==> config.mk <==
export PLATFORM = sky130hd
export DESIGN_NAME = lif_array
export DESIGN_NICKNAME = d
export VERILOG_FILES = /design/src/rtl/lif_pkg.sv /design/src/rtl/lif_neuron_core.sv /design/src/rtl/lif_array.sv
export SDC_FILE = /design/constraint.sdc
export NUM_CORES = 1
export LEC_CHECK = 0
export CAP_MARGIN = 20
export CORE_MARGIN = 2
export CORE_UTILIZATION = 30
export CTS_BUF_LIST = sky130_fd_sc_hd__clkbuf_8
export DETAILED_ROUTE_END_ITERATION = 16
export SYNTH_ARGS = -nofsm -noshare
export SYNTH_HDL_FRONTEND = slang
export SYNTH_SLANG_ARGS = --single-unit
==> constraint.sdc <==
create_clock -name clk -period 7.7 [get_ports clk]
set_clock_uncertainty 0.15 [all_clocks]
set_input_delay 1.155 -clock clk [delete_from_list [all_inputs] [get_ports clk]]
set_output_delay 1.155 -clock clk [all_outputs]
set_load 0.02 [all_outputs]
==> src/rtl/lif_pkg.sv <==
// Shared types and helpers for the leaky integrate-and-fire neuron array.
package lif_pkg;

  typedef enum logic [2:0] {
    PAT_NONE    = 3'd0,
    PAT_WAVE    = 3'd1,
    PAT_SYNC    = 3'd2,
    PAT_CLUSTER = 3'd3,
    PAT_BURST   = 3'd4,
    PAT_INHIB   = 3'd5,
    PAT_RSV6    = 3'd6,
    PAT_RSV7    = 3'd7
  } pattern_e;

  // Accumulator headroom above W: one sign bit plus room for
  // state + ext + cur (each up to 2^W-1) without wrapping before the clamp.
  localparam int ACC_GUARD = 3;

  // Ring index (i + off) mod n, correct for negative offsets.
  function automatic int ring_idx(input int i, input int off, input int n);
    return ((i + off) % n + n) % n;
  endfunction

endpackage

==> src/rtl/lif_neuron_core.sv <==
// One LIF neuron: leaky integration with clamp, threshold/refractory handling
// and a saturating spike counter.
module lif_neuron_core
  import lif_pkg::*;
#(
  parameter int W          = 8,
  parameter int THRESH     = 128,
  parameter int LEAK_SHIFT = 4,
  parameter int REFRAC     = 2
) (
  input  logic         clk,
  input  logic         rst,
  input  logic         en,
  input  logic         clr,
  input  logic         inhibit,
  input  logic [W-1:0] ext,
  input  logic [W-1:0] cur,
  output logic         spike,
  output logic [W-1:0] state,
  output logic [W-1:0] cnt
);

  localparam int AW = W + ACC_GUARD;
  localparam int RW = (REFRAC < 1) ? 1 : $clog2(REFRAC + 1);
  localparam logic signed [AW-1:0] MAXS = AW'((2 ** W) - 1);
  localparam logic [W-1:0] TH = W'(THRESH);

  logic [RW-1:0] refr;
  logic signed [AW-1:0] st_x, lk_x, ext_x, cur_x, acc;
  logic [W-1:0] s_clamp;
  logic fire;

  // Integrate one step at widened signed precision, then clamp to [0, 2^W-1].
  always_comb begin
    st_x = AW'(state);
    lk_x = AW'(state >> LEAK_SHIFT);
    ext_x = AW'(ext);
    cur_x = AW'(cur);
    acc = inhibit ? (st_x - lk_x + ext_x - cur_x) : (st_x - lk_x + ext_x + cur_x);
    if (acc[AW-1]) s_clamp = '0;
    else if (acc > MAXS) s_clamp = '1;
    else s_clamp = acc[W-1:0];
    fire = (refr == '0) && (s_clamp >= TH);
  end

  // Membrane, refractory and spike registers advance only on step cycles.
  always_ff @(posedge clk) begin
    if (rst) begin
      state <= '0;
      refr  <= '0;
      spike <= 1'b0;
    end else if (en) begin
      if (refr != '0) begin
        state <= '0;
        refr  <= refr - RW'(1);
        spike <= 1'b0;
      end else if (fire) begin
        state <= '0;
        refr  <= RW'(REFRAC);
        spike <= 1'b1;
      end else begin
        state <= s_clamp;
        spike <= 1'b0;
      end
    end
  end

  // Saturating spike counter; clear wins over a same-cycle spike.
  always_ff @(posedge clk) begin
    if (rst) cnt <= '0;
    else if (clr) cnt <= '0;
    else if (en && fire && (cnt != '1)) cnt <= cnt + W'(1);
  end

endmodule

==> src/rtl/lif_array.sv <==
// Array of N LIF neurons with registered inputs, selectable coupling topology
// and a registered spike-count readout.
module lif_array
  import lif_pkg::*;
#(
  parameter int N          = 8,
  parameter int W          = 8,
  parameter int THRESH     = 128,
  parameter int LEAK_SHIFT = 4,
  parameter int REFRAC     = 2
) (
  input  logic                 clk,
  input  logic                 rst,
  input  logic                 en,
  input  logic [2:0]           pattern,
  input  logic [W-1:0]         base_current,
  input  logic [W-1:0]         coupling,
  input  logic                 clr_counts,
  input  logic [$clog2(N)-1:0] cnt_sel,
  output logic [N-1:0]         spikes,
  output logic [W-1:0]         state0,
  output logic [W-1:0]         cnt_out
);

  pattern_e pattern_r;
  logic [W-1:0] base_r, coupling_r;
  logic [N-1:0][W-1:0] state_all, cnt_all;
  logic inhibit;

  assign inhibit = (pattern_r == PAT_INHIB);
  assign state0  = state_all[0];

  // Input stage: captured every cycle regardless of en.
  always_ff @(posedge clk) begin
    if (rst) begin
      pattern_r  <= PAT_NONE;
      base_r     <= '0;
      coupling_r <= '0;
    end else begin
      pattern_r  <= pattern_e'(pattern);
      base_r     <= base_current;
      coupling_r <= coupling;
    end
  end

  for (genvar g = 0; g < N; g++) begin : gen_n
    localparam int PREV = ring_idx(g, -1, N);
    localparam int NEXT = ring_idx(g, 1, N);
    localparam int OPP  = ring_idx(g, N / 2, N);
    localparam logic [W:0] IDX = (W + 1)'(g);

    logic [W:0]   ext_sum;
    logic [W-1:0] ext_sat;
    logic [W-1:0] cur_q;

    assign ext_sum = {1'b0, base_r} + IDX;
    assign ext_sat = ext_sum[W] ? '1 : ext_sum[W-1:0];

    // Coupling current for the next step, derived from last step's spikes.
    always_ff @(posedge clk) begin
      if (rst) cur_q <= '0;
      else if (en) begin
        case (pattern_r)
          PAT_WAVE, PAT_INHIB: cur_q <= spikes[PREV] ? coupling_r : '0;
          PAT_SYNC:            cur_q <= (|spikes) ? coupling_r : '0;
          PAT_CLUSTER:         cur_q <= spikes[OPP] ? coupling_r : '0;
          PAT_BURST:           cur_q <= (spikes[PREV] | spikes[NEXT]) ? coupling_r : '0;
          default:             cur_q <= '0;
        endcase
      end
    end

    lif_neuron_core #(
      .W(W), .THRESH(THRESH), .LEAK_SHIFT(LEAK_SHIFT), .REFRAC(REFRAC)
    ) u_core (
      .clk    (clk),
      .rst    (rst),
      .en     (en),
      .clr    (clr_counts),
      .inhibit(inhibit),
      .ext    (ext_sat),
      .cur    (cur_q),
      .spike  (spikes[g]),
      .state  (state_all[g]),
      .cnt    (cnt_all[g])
    );
  end

  // Registered counter readout; indices beyond N-1 read as zero.
  always_ff @(posedge clk) begin
    if (rst) cnt_out <= '0;
    else if (int'(cnt_sel) < N) cnt_out <= cnt_all[cnt_sel];
    else cnt_out <= '0;
  end

endmodule

# --- Word-level counts from Yosys, hierarchy flattened ---
# Cells that the tools add are included.
totals:
  regBits: 243
  inputBits: 26
  output_inout_bits: 24
classes:
  addsub: 55
  n_lt_le_gt_ge: 17
  eq_ne: 13
  n_mux: 106
  n_bitwise: 8
  n_reduce_logical: 59
op_table:
  columns: ["operator", "n"]
  rows:
  - ["two-way mux 8 bit", 57]
  - ["one-hot mux 8 bit (4 select lines)", 8]
  - ["adder 11 x 9 -> 11 bit", 16]
  - ["> comparator 11 x 9 -> 1 bit (second input constant)", 8]
  - ["two-way mux 11 bit", 8]
  - ["subtractor 11 x 9 -> 11 bit", 8]
  - ["subtractor 8 x 4 -> 9 bit", 8]
  - ["adder 8 x 1 -> 8 bit (second input constant)", 8]
  - [">= comparator 8 bit (second input constant)", 8]
  - ["!= test 8 bit (second input constant)", 8]
  - ["adder 8 x 3 -> 9 bit (second input constant)", 4]
  - ["two-way mux 2 bit", 16]
  - ["nonzero test 2 bit", 16]
  - ["binary-select mux 8 bit (select 3 bit)", 1]
  - ["logical AND 1 bit", 24]
  - ["adder 8 x 2 -> 9 bit (second input constant)", 2]
  - ["zero test 2 bit", 8]
  - ["two-way mux 1 bit", 16]
  - ["AND reduction 2 bit", 8]
  - ["subtractor 2 x 1 -> 2 bit (second input constant)", 8]
  - ["adder 8 x 1 -> 9 bit (second input constant)", 1]
  - ["bitwise OR 1 bit", 8]
  - ["OR reduction 8 bit", 1]
  - ["== test 3 x 2 -> 1 bit (second input constant)", 2]
  - ["4 further kinds", 6]

# --- Logic depth before layout (Yosys ltp) ---
# Gate-level depths: netlist of the first run.
depth:
  depth_word: 12
  ltp_mapped: 26
  depth_no_buf: 23

# --- Modules after synthesis ---
# Synthesis of the first run repeated with hierarchy kept, for this count alone.
unflattened:
  cells_unflattened: 2714
  hier_area_um2: 22103.7
modules_own_cells:
  columns: ["module", "instances", "cells_per_inst", "area_per_inst_um2", "seq_area_each_um2"]
  rows:
  - ["lif_neuron_core at gen_n[0].u_core ...", 5, 272, 2178.3, 380.4]
  - ["lif_array", 1, 576, 4849.7, 1821.7]
  - ["lif_neuron_core at gen_n[2].u_core", 1, 265, 2180.8, 380.4]
  - ["lif_neuron_core at gen_n[7].u_core", 1, 259, 2150.8, 380.4]
  - ["lif_neuron_core at gen_n[1].u_core", 1, 254, 2030.7, 380.4]

# --- Worst setup path before layout of the first run ---
# Ideal clock, no wire load.
synth_timing:
  path_type: "register -> register"
  startpoint: "register base_r[5]"
  endpoint: "register gen_n[3].u_core.cnt[7]"
  setup_ps: 132
  arrival_ps: 5413
  required_ps: 7418
  setup_slack_ps: 2005
  path_stages_with_launch: 25
  n_path_buf: 5
  period_less_slack_ps: 5695
  path_cell_list: "dfxtp_1 clkbuf_1 and2_1 clkbuf_1 and3_1 clkbuf_1 nand2_1 clkbuf_1 o21ai_0 ha_1 a21o_1 a21oi_1 o21bai_1 a21oi_1 xnor2_1 ha_1 or3_1 or2_0 o221a_2 o311ai_0 a21oi_1 a2111o_1 buf_2 o41ai_1 a21oi_1"
synth_between:
  elab_chain_len: 12
  word_cells_on_any_way: 13
  cone_classes: "add/sub: 4; order compare: 2; mux: 4; reduce/logical: 3"
synth_rtl:
  columns: ["element", "line", "source"]
  rows:
  - ["start: declaration", "lif_array.sv:26", "logic [W-1:0] base_r, coupling_r;"]
  - ["start signal: assignment", "lif_array.sv:41", "base_r <= base_current;"]
  - ["adder 8 x 2 -> 9 bit (*)", "lif_array.sv:56", "assign ext_sum = {1'b0, base_r} + IDX;"]
  - ["two-way mux 8 bit (*)", "lif_array.sv:57", "assign ext_sat = ext_sum[W] ? '1 : ext_sum[W-1:0];"]
  - ["adder 11 x 9 -> 11 bit (*)", "lif_neuron_core.sv:39", "acc = inhibit ? (st_x - lk_x + ext_x - cur_x) : (st_x - lk_x + ext_x + cur_x);"]
  - ["adder 11 x 9 -> 11 bit / subtractor 11 x 9 -> 11 bit (equally long branches)", "lif_neuron_core.sv:39", null]
  - ["two-way mux 11 bit (*)", "lif_neuron_core.sv:39", null]
  - ["> comparator 11 x 9 -> 1 bit", "lif_neuron_core.sv:41", "else if (acc > MAXS) s_clamp = '1;"]
  - ["two-way mux 8 bit", "lif_neuron_core.sv:41", null]
  - ["two-way mux 8 bit (*)", "lif_neuron_core.sv:40", "if (acc[AW-1]) s_clamp = '0;"]
  - [">= comparator 8 bit (*)", "lif_neuron_core.sv:43", "fire = (refr == '0) && (s_clamp >= TH);"]
  - ["logical AND 1 bit (*)", "lif_neuron_core.sv:43", null]
  - ["logical AND 1 bit (*) (2 in series)", "lif_neuron_core.sv:72", "else if (en && fire && (cnt != '1)) cnt <= cnt + W'(1);"]
  - ["end signal: assignment", "lif_neuron_core.sv:72", null]
  - ["end: declaration", "lif_neuron_core.sv:20", "output logic [W-1:0] cnt"]
# Mark *: on every way between the ends. The rest lies on a longest branch, timed or not.
# A chain may end at the register's enable or synchronous reset.

# --- Final worst setup path of the first run ---
layout_timing:
  startpoint: "register base_r[5]"
  endpoint: "register gen_n[2].u_core.refr[1]"
layout_between:
  elab_chain_len: 12
  word_cells_on_any_way: 13
  cone_classes: "add/sub: 4; order compare: 2; mux: 4; reduce/logical: 3"
layout_rtl:
  columns: ["element", "line", "source"]
  rows:
  - ["adder 8 x 2 -> 9 bit (*)", "lif_array.sv:56", null]
  - ["two-way mux 8 bit (*)", "lif_array.sv:57", null]
  - ["adder 11 x 9 -> 11 bit (*)", "lif_neuron_core.sv:39", null]
  - ["adder 11 x 9 -> 11 bit / subtractor 11 x 9 -> 11 bit (equally long branches)", "lif_neuron_core.sv:39", null]
  - ["two-way mux 11 bit (*)", "lif_neuron_core.sv:39", null]
  - ["> comparator 11 x 9 -> 1 bit", "lif_neuron_core.sv:41", null]
  - ["two-way mux 8 bit", "lif_neuron_core.sv:41", null]
  - ["two-way mux 8 bit (*)", "lif_neuron_core.sv:40", null]
  - [">= comparator 8 bit (*)", "lif_neuron_core.sv:43", null]
  - ["logical AND 1 bit (*)", "lif_neuron_core.sv:43", null]
  - ["nonzero test 2 bit (no source line) (*)", null, null]
  - ["AND reduction 2 bit (no source line) (*)", null, null]
  - ["end signal: assignment", "lif_neuron_core.sv:55", "refr <= refr - RW'(1);"]
  - ["end signal: assignment", "lif_neuron_core.sv:59", "refr <= RW'(REFRAC);"]
  - ["end: declaration", "lif_neuron_core.sv:28", "logic [RW-1:0] refr;"]
# Marks and branches as above.

==> results.toml, run 1 <==
[critical_path]
rr_worst_depth = 20
cp.arrival_ns = 6.83
cp-start-kind = "register"
path_class = "reg -> reg"
rr_startpoint = "base_r[5]"
end_kind = "register"
cp_data_required_time_ns = 8.10
path_max_fanout = 18
r2r_end = "gen_n[2].u_core.refr[1]"
rrSetupSlack_ns = 1.27

[drt]
vias = 18800
routed_wl_mm = 60.5
viasPerCell = 5.25
dr.pass1.iters = 6
drt-initial-drc-count = 1462
detail_route.wl_per_cell_um = 16.9
route.detailed.drc = 0
drt.antenna.violating_nets = 0

[finish]
final_common_cell = "nand2_1"
final_cell_mix = "nand2_1, dfxtp_1, o21ai_0"
ff_latch_area_um2 = 4860
multi_input_area_um2 = 14900
drive_above_1_share = 0.0579
n_fill_cell = 7322
final_area_um2 = 23100
fin_nets = 2925
area_growth_pct = 11.6
final_util = 0.338

[clock_tree]
cts.repair.resized = 0
cts_hold_buf = 0
clock_sinks = 243
cts_tree = "built"
clk_path_buf_depth = 3
insertion_delay_ns = 0.66
htreeDepth = 2
root_buffer = "clkbuf_8"
numCtsBuffers = 47
cts_setup_buffers = 0
cts.clk_slew.worst_paths_ns = 0.06

[worst_hold_path]
hold_path_end = "gen_n[7].u_core.state[0]"
holdPathStages = 2
min_from = "gen_n[7].u_core.state[0]"
hp-class = "reg -> reg"

[yosys]
ys_warn_count = 0
ys_ff_latch = 243
avgSynthCellArea_um2 = 7.90
async_reset_ff_frac = 0
synth_cells = 2622
synth.distinct_cells = 89
ys.flop_type = "dfxtp_1"
ys_seq_area_frac = 0.235
synth_area_um2 = 20700
synth_edf_count = 0
synth_nets = 2890

[outcome]
status = "finished clean"

[sta]
finalSetupViolations = 0
post-route-min-period_ns = 6.43
hold_violations = 0
rsz0062_at_grt = "no"
max_freq_ghz = 0.155
post-route-period-util = 0.835
max_slew_margin = 0.225
tns_ns = 0
worst_slew_pin_slew_ns = 1.16
drv_slew = 0

[die]
fp.coreArea_um2 = 68500
num_rows = 96
ioPinCount = 50
die-area_um2 = 71100
die-height_um = 267
die_w_um = 267
start_util = 0.302

[global_routing]
grt_pass1_vias = 17300
grt_antenna_before_repair = 4
grt_overflow = 0
grt_usage = 0.168
grt_pass1_wl_mm = 95.3
grt_start_max_net_pins = 68

[place]
port-buffer-count = 49
gp_congestion = 0.886
place_area_um2 = 22100
dp_hpwl_mm = 46.0

[run]
maxCapViolCount = 0
==> through the flow <==
step	std cells	setup WS (ns)	hold WS, ns
after floorplan	2622	2.00	0.270
after global placement	3489	1.44	0.287
after detailed placement	3490	1.42	0.292
after CTS	3575	1.40	0.306
after global routing	3577	0.853	0.335
final	3577	1.27	0.306
==> Yosys cell counts (8+ instances only) <==
| cell type | n | area (µm²) |
|---|---|---|
| nand4_1 | 15 | 93.8 |
| a21oi_1 | 178 | 891 |
| nand3b_1 | 8 | 60.1 |
| o21bai_1 | 25 | 188 |
| xnor2_1 | 141 | 1230 |
| nand3_1 | 64 | 320 |
| and2_1 | 9 | 56.3 |
| a221oi_1 | 11 | 96.3 |
| and3_1 | 22 | 138 |
| o31a_1 | 11 | 96.3 |
| inv_1 | 171 | 642 |
| fa_1 | 24 | 480 |
| xor2_1 | 60 | 526 |
| nor3_1 | 51 | 255 |
| buf_4 | 8 | 60.1 |
| ha_1 | 218 | 2730 |
| nor4_1 | 15 | 93.8 |
| a211oi_1 | 20 | 150 |
| o31ai_1 | 36 | 270 |
| a22oi_1 | 9 | 67.6 |
| nor2b_1 | 66 | 413 |
| nand2_1 | 261 | 980 |
| nand2b_1 | 59 | 369 |
| mux4_2 | 16 | 360 |
| nor2_1 | 217 | 815 |
| mux2i_1 | 27 | 270 |
| or2_2 | 10 | 62.6 |
| o21ai_0 | 226 | 1130 |
| or4_1 | 29 | 218 |
| a21o_1 | 24 | 180 |
| o211ai_1 | 17 | 128 |
| a31oi_1 | 24 | 150 |
| or3_1 | 56 | 350 |
| clkbuf_1 | 62 | 233 |
| a22o_1 | 16 | 140 |
| dfxtp_1 | 243 | 4860 |
| o21a_1 | 45 | 338 |
==> registers in the layout, summed over array words and instances (netlist names) <==
name / cells
pattern_r: 3
gen_n.u_core.cnt: 64
cnt_out: 8
gen_n.u_core.refr: 16
coupling_r: 8
gen_n.u_core.state: 64
base_r: 8
gen_n.cur_q: 64
gen_n.u_core.spike: 8
==> cell type report <==
type / instances / area share
well taps: 882 / 0.0478
clock buffers: 62 / 0.0369
diodes: 2 / 0.000217
multi-input cells: 2128 / 0.643
flip-flops and latches: 243 / 0.210
inverters: 172 / 0.0279
clock inverters: 23 / 0.00753
repair buffers: 65 / 0.0260
==> worst max-delay path: stages, from the launching register on <==
cell      delay [ns]
dfxtp_1         0.66
and2_1          0.33
and3_1          0.36
nand2_1         0.30
nand2_1         0.24
ha_1            0.25
a21o_1          0.18
a21oi_1         0.21
o21bai_1        0.09
a21oi_1         0.24
o21bai_1        0.09
a21oi_1         0.22
xnor2_1         0.11
ha_1            0.23
or4_1           0.50
o21a_1          0.20
or3_1           0.34
a211o_1         0.32
o22ai_2         0.75
a21oi_1         0.23
mux2_2          0.31
==> worst max-delay path by stage <==
stage | slack, ns | endpoint | from
6_report | 1.27 | gen_n[2].u_core.refr[1] | base_r[5]
5_1_grt | 0.85 | gen_n[6].u_core.state[4] | base_r[2]
4_1_cts | 1.40 | gen_n[2].u_core.refr[1] | base_r[5]
3_5_place_dp | 1.42 | gen_n[2].u_core.refr[1] | base_r[5]
3_3_place_gp | 1.44 | gen_n[2].u_core.refr[1] | base_r[2]
2_1_floorplan | 2.00 | gen_n[3].u_core.cnt[7] | base_r[5]
==> layer usage <==
| metal | track usage | vias up | part of all wire |
|---|---|---|---|
| met3 | 0.0252 | 97 | 0.046 |
| met5 | 0 | - | 0 |
| met1 | 0.231 | 8787 | 0.48 |
| met2 | 0.265 | 395 | 0.44 |
| met4 | 0.0633 | 0 | 0.034 |
| li1 | - | 9490 | - |
==> kinds of logic (layout without fill, tap and decap cells) <==
kind of cell,count (synthesis),count (layout),synth area share
adders and majority gates,242,242,0.155
muxes,50,50,0.0343
AOI/OAI and AO/OA,720,720,0.222
xor gates and xnor gates,205,205,0.0892
and+or+nand+nor,911,911,0.217
DFF,243,243,0.235
other,0,2,0
buffers and inverters,251,322,0.0474
Power of run 1 is left out: the tool's default activity adds up to more than one toggle a clock period on the data nets, which glitch-free logic cannot reach.
==> inputs of run 2 (changes only) <==
Clock period 7.7 ns to 6.4 ns, I/O delays scaled along.
==> results.toml, run 2 (synthesis results as in run 1) <==
[sta]
worst_slew_pin_slew_ns = 1.22
post-route-min-period_ns = 5.92
hold_violations = 0
max_freq_ghz = 0.169
post-route-period-util = 0.925
setup_ws_ns = 0.483
tns_ns = 0
rsz0062_at_grt = "no"
max_slew_margin = 0.185
drv_slew = 0
finalSetupViolations = 0

[critical_path]
path_max_fanout = 11
cp-start-kind = "register"
cp.arrival_ns = 6.30
path_class = "reg -> reg"
path_cells = "buf_4 > inv_1 > ha_1 > a21o_1 > nand2_1 > nand2b_1 > ha_1 > a21o_1 > a21oi_1 > o21bai_1 > a21oi_1 > o21bai_1 > a21oi_1 > xnor2_1 > ha_1 > nor4_1 > nand2_1 > a221oi_2 > xnor3_1 > a2111oi_4 > a31oi_1 > a41o_1"
end_kind = "register"
slowest_delay_ns = 0.63
cp_data_required_time_ns = 6.79
crit_path_top_delay_cell = "a2111oi_4"

[clock_tree]
insertion_delay_ns = 0.65
cts_tree = "built"
numCtsBuffers = 47
htreeDepth = 2
clk_path_buf_depth = 3
clock_sinks = 243
root_buffer = "clkbuf_8"
cts.clk_slew.worst_paths_ns = 0.06

[global_routing]
grt_antenna_before_repair = 4
grt_overflow = 0
grt_usage = 0.170
grt_start_max_net_pins = 63
grt_pass1_wl_mm = 95.6
grt_pass1_vias = 17100

[place]
place_area_um2 = 22200
gp_congestion = 0.907
port-buffer-count = 49
dp_slack_ns = 0.517
dp_hpwl_mm = 46.2

[finish]
n_fill_cell = 7309
final_area_um2 = 23200
final_common_cell = "nand2_1"
final_util = 0.339
final_cell_mix = "nand2_1, dfxtp_1, o21ai_0"
fin_nets = 2939
area_growth_pct = 12.3
largestRegisters = "gen_n.cur_q (64), gen_n.u_core.cnt (64), gen_n.u_core.state (64)"
drive_above_1_share = 0.0628

[outcome]
status = "finished clean"

[die]
num_rows = 96
ioPinCount = 50
die-area_um2 = 71100
start_util = 0.302
die_w_um = 267
die-height_um = 267
fp.coreArea_um2 = 68500

[drt]
routed_wl_mm = 60.9
drt.antenna.violating_nets = 0
detail_route.wl_per_cell_um = 17.0
route.detailed.drc = 0
viasPerCell = 5.22
vias = 18700
dr.pass1.iters = 7
drt-initial-drc-count = 1366

[run]
maxCapViolCount = 0

[worst_hold_path]
hp-class = "reg -> reg"
[run 2: cell types whose count changed in the layout (fill, tap and decap cells not counted), sizes merged]
cell	before	now
buf	18	32
bufinv	2	3
clkinv	9	8
diode	2	1
inv	184	182
[run 2: final timing paths]
path | from | to | slack [ns] | cells past startpoint
setup / recovery | base_r[2] | gen_n[5].u_core.cnt[2] | 0.48 | 22
hold / removal | gen_n[2].u_core.state[0] | gen_n[2].u_core.state[0] | 0.30 | 2
setup reg to reg | base_r[2] | gen_n[5].u_core.cnt[2] | 0.48 | 22
hold reg to reg | gen_n[2].u_core.state[0] | gen_n[2].u_core.state[0] | 0.30 | 2
[run 2: stage by stage]
stage / hold slack [ns] / cells
finish: 0.304 / 3588
global route: 0.326 / 3588
CTS: 0.310 / 3585
detailed placement: 0.295 / 3502
global placement: 0.287 / 3502
floorplan: 0.270 / 2622
[run 2: layer usage]
| metal | share of wire | global-route usage | vias to the layer above | wire length (µm) |
|---|---|---|---|---|
| li1 | - | - | 9487 | - |
| met1 | 0.47 | 0.238 | 8692 | 28900 |
| met3 | 0.062 | 0.0285 | 83 | 3810 |
| met2 | 0.44 | 0.264 | 469 | 26500 |
| met4 | 0.027 | 0.0544 | 2 | 1640 |
| met5 | 0.00011 | 0 | - | 7 |
[run 2: critical path: cells and delay by family (launching register included)]
family                     cells  cell delay (ns)
DFF                            1             0.33
adders and majority gates      3             0.80
AOI/OAI and AO/OA             11             2.55
xor gates and xnor gates       2             0.59
buffers and inverters          2             0.40
and+or+nand+nor                4             1.00
[run 2: what timing repair did]
item / CTS / global route
setup endpoints to repair: 0 / 6
hold buffers: 0 / 0
resized for setup: 0 / 1
setup buffers: 0 / 1
[run 2: cell type report]
class,count,area [µm²],area share
Sequential cell,243,4860,0.209
Antenna cell,1,2.50,0.000108
Tap cell,882,1100,0.0475
Multi-Input combinational cell,2128,14900,0.640
Inverter,172,646,0.0278
Clock buffer,62,853,0.0367
Clock inverter,21,184,0.00791
Timing Repair Buffer,79,716,0.0308
Power of run 2 is left out for the same reason.
==> inputs of run 3 (changes only) <==
Settings changed: SYNTH_HIERARCHICAL from default to 1.
==> results.toml, run 3 <==
[outcome]
status = "finished clean"

[clock_tree]
htreeDepth = 2
clk_path_buf_depth = 3
cts.clk_slew.worst_paths_ns = 0.06
clock_sinks = 243
insertion_delay_ns = 0.66
numCtsBuffers = 47
cts_setup_buffers = 0
cts_hold_buf = 0
root_buffer = "clkbuf_8"
cts_tree = "built"
cts.repair.resized = 0

[sta]
finalSetupViolations = 0
max_freq_ghz = 0.178
rsz0062_at_grt = "no"
max_slew_margin = 0.319
hold_violations = 0
setup_ws_ns = 0.766
drv_slew = 0
worst_slew_pin_slew_ns = 1.02
tns_ns = 0
post-route-min-period_ns = 5.63
post-route-period-util = 0.880

[critical_path]
cp.arrival_ns = 6.07
path_max_fanout = 13
cp-start-kind = "register"
cp_common_cell = "ha_1"
crit_buf_inv = 3
path_class = "reg -> reg"
crit_path_top_delay_cell = "or4_1"
slowest_delay_ns = 0.54
cp_data_required_time_ns = 6.84
end_kind = "register"
crit_family = "compound AO/OA/AOI/OAI gates"
rrSetupSlack_ns = 0.77

[yosys]
synth_cells = 2714
synth_nets = 2981
ys_seq_area_frac = 0.220
synth-compound-area-share = 0.243
synth.area.top_cells = "dfxtp_1, ha_1, a21oi_1"
ys_ff_latch = 243
synth_fa_ha_area_frac = 0.145
synth_xor_area_frac = 0.0871
synth_common_cells = "dfxtp_1, a21oi_1, nor2_1"
synth_top_area_frac = 0.220
synth_area_um2 = 22100
synthSimpleGateAreaFrac = 0.220
synth_mux_area_frac = 0.0341
synth_edf_count = 0
synth.distinct_cells = 109
ys_warn_count = 6
ys.flop_type = "dfxtp_1"
synth_top_family_by_area = "compound AO/OA/AOI/OAI gates"
synth.most_common_cell = "dfxtp_1"
async_reset_ff_frac = 0
synth_top_cell_by_area = "dfxtp_1"
avgSynthCellArea_um2 = 8.14

[power]
p_leak_nw = 9.70
p_int_mw = 6.16
clockPowerShare = 0.168
p_switching_mw = 5.76
switching_share = 0.483
p_per_area_nw_per_um2 = 482
power_frac_seq = 0.148
comb_power_share = 0.685
vdd_drop_max_mv = 0.357

[finish]
largestRegisters = "gen_n.cur_q (64), gen_n.u_core/cnt (64), gen_n.u_core/state (64)"
final_cell_mix = "dfxtp_1, a21oi_1, nor2_1"
fin_nets = 3006
final_common_cell = "dfxtp_1"
final_area_um2 = 24700
n_fill_cell = 7596
drive_above_1_share = 0.0865
area_growth_pct = 11.8

[place]
place_area_um2 = 23500
dp_slack_ns = 0.838
port-buffer-count = 49
dp_hpwl_mm = 47.2
gp_congestion = 0.918

[die]
die-area_um2 = 75900
start_util = 0.303
die-height_um = 275
num_rows = 99
die_w_um = 275
fp.coreArea_um2 = 73000
ioPinCount = 50

[drt]
route.detailed.drc = 0
vias = 19600
dr.pass1.iters = 6
drt-initial-drc-count = 1431
viasPerCell = 5.25
drt.antenna.violating_nets = 0
routed_wl_mm = 62.4
detail_route.wl_per_cell_um = 16.7

[global_routing]
grt_pass1_wl_mm = 99.2
grt_pass1_vias = 18300
grt_use_met2 = 0.252
grt_usage = 0.163
grtUsageMet1 = 0.224
grt_overflow = 0
grt_antenna_before_repair = 5
top_usage_layer = "met2"
use_met3 = 0.0309
grt_start_max_net_pins = 105

[worst_hold_path]
hp-class = "reg -> reg"

[run]
maxCapViolCount = 0
-- run 3: final cells by class --
class | count | area (µm²) | area share
diodes | 3 | 7.51 | 0.000304
clock buffers | 55 | 757 | 0.0306
clock inverters | 28 | 417 | 0.0169
inverters | 180 | 676 | 0.0273
multi-input cells | 2196 | 16100 | 0.652
flip-flops and latches | 243 | 4860 | 0.197
well taps | 959 | 1200 | 0.0486
repair buffers | 71 | 684 | 0.0277
-- run 3: layer usage --
metal	vias to the layer above	routed length, µm
met5	-	0
met4	0	1940
met3	100	3320
met2	419	26800
met1	9197	30300
li1	9899	-
-- run 3: logic make-up after synthesis --
family,Yosys count
muxes,53
xor gates and xnor gates,207
DFF,243
AOI/OAI and AO/OA,782
and+or+nand+nor,913
adders and majority gates,241
buffers and inverters,275
-- run 3: per-stage QoR --
stage	power, mW	std cells	util	hold slack [ns]
after floorplan	8.57	2714	-	0.272
after global placement	9.84	3648	0.322	0.297
after detailed placement	9.86	3649	0.323	0.300
after CTS	11.9	3732	0.339	0.308
after global routing	13.0	3733	0.339	0.338
final	11.9	3735	0.339	0.313
-- run 3: worst min-delay path: stages, from the launching register on --
cell and delay (ns):
dfxtp_1 0.33, nand2_1 0.05, o21ai_0 0.06
-- run 3: final timing paths --
| kind | startpoint | to | cells after the start |
|---|---|---|---|
| hold / removal | gen_n[1].u_core/state[2] | gen_n[1].u_core/state[2] | 2 |
| setup reg to reg | base_r[2] | gen_n[6].u_core/cnt[5] | 26 |
| hold reg to reg | gen_n[1].u_core/state[2] | gen_n[1].u_core/state[2] | 2 |
| setup / recovery | base_r[2] | gen_n[6].u_core/cnt[5] | 26 |
-- run 3: power by group through the flow --
stage               registers, mW  logic, mW  clock network [mW]
finish                       1.76       8.16                2.00
global route                 1.77       9.08                2.12
CTS                          1.76       8.12                2.06
detailed placement           1.79       8.07                   0
global placement             1.79       8.05                   0
floorplan                    1.76       6.81                   0
(Power assumes the default switching activity.)
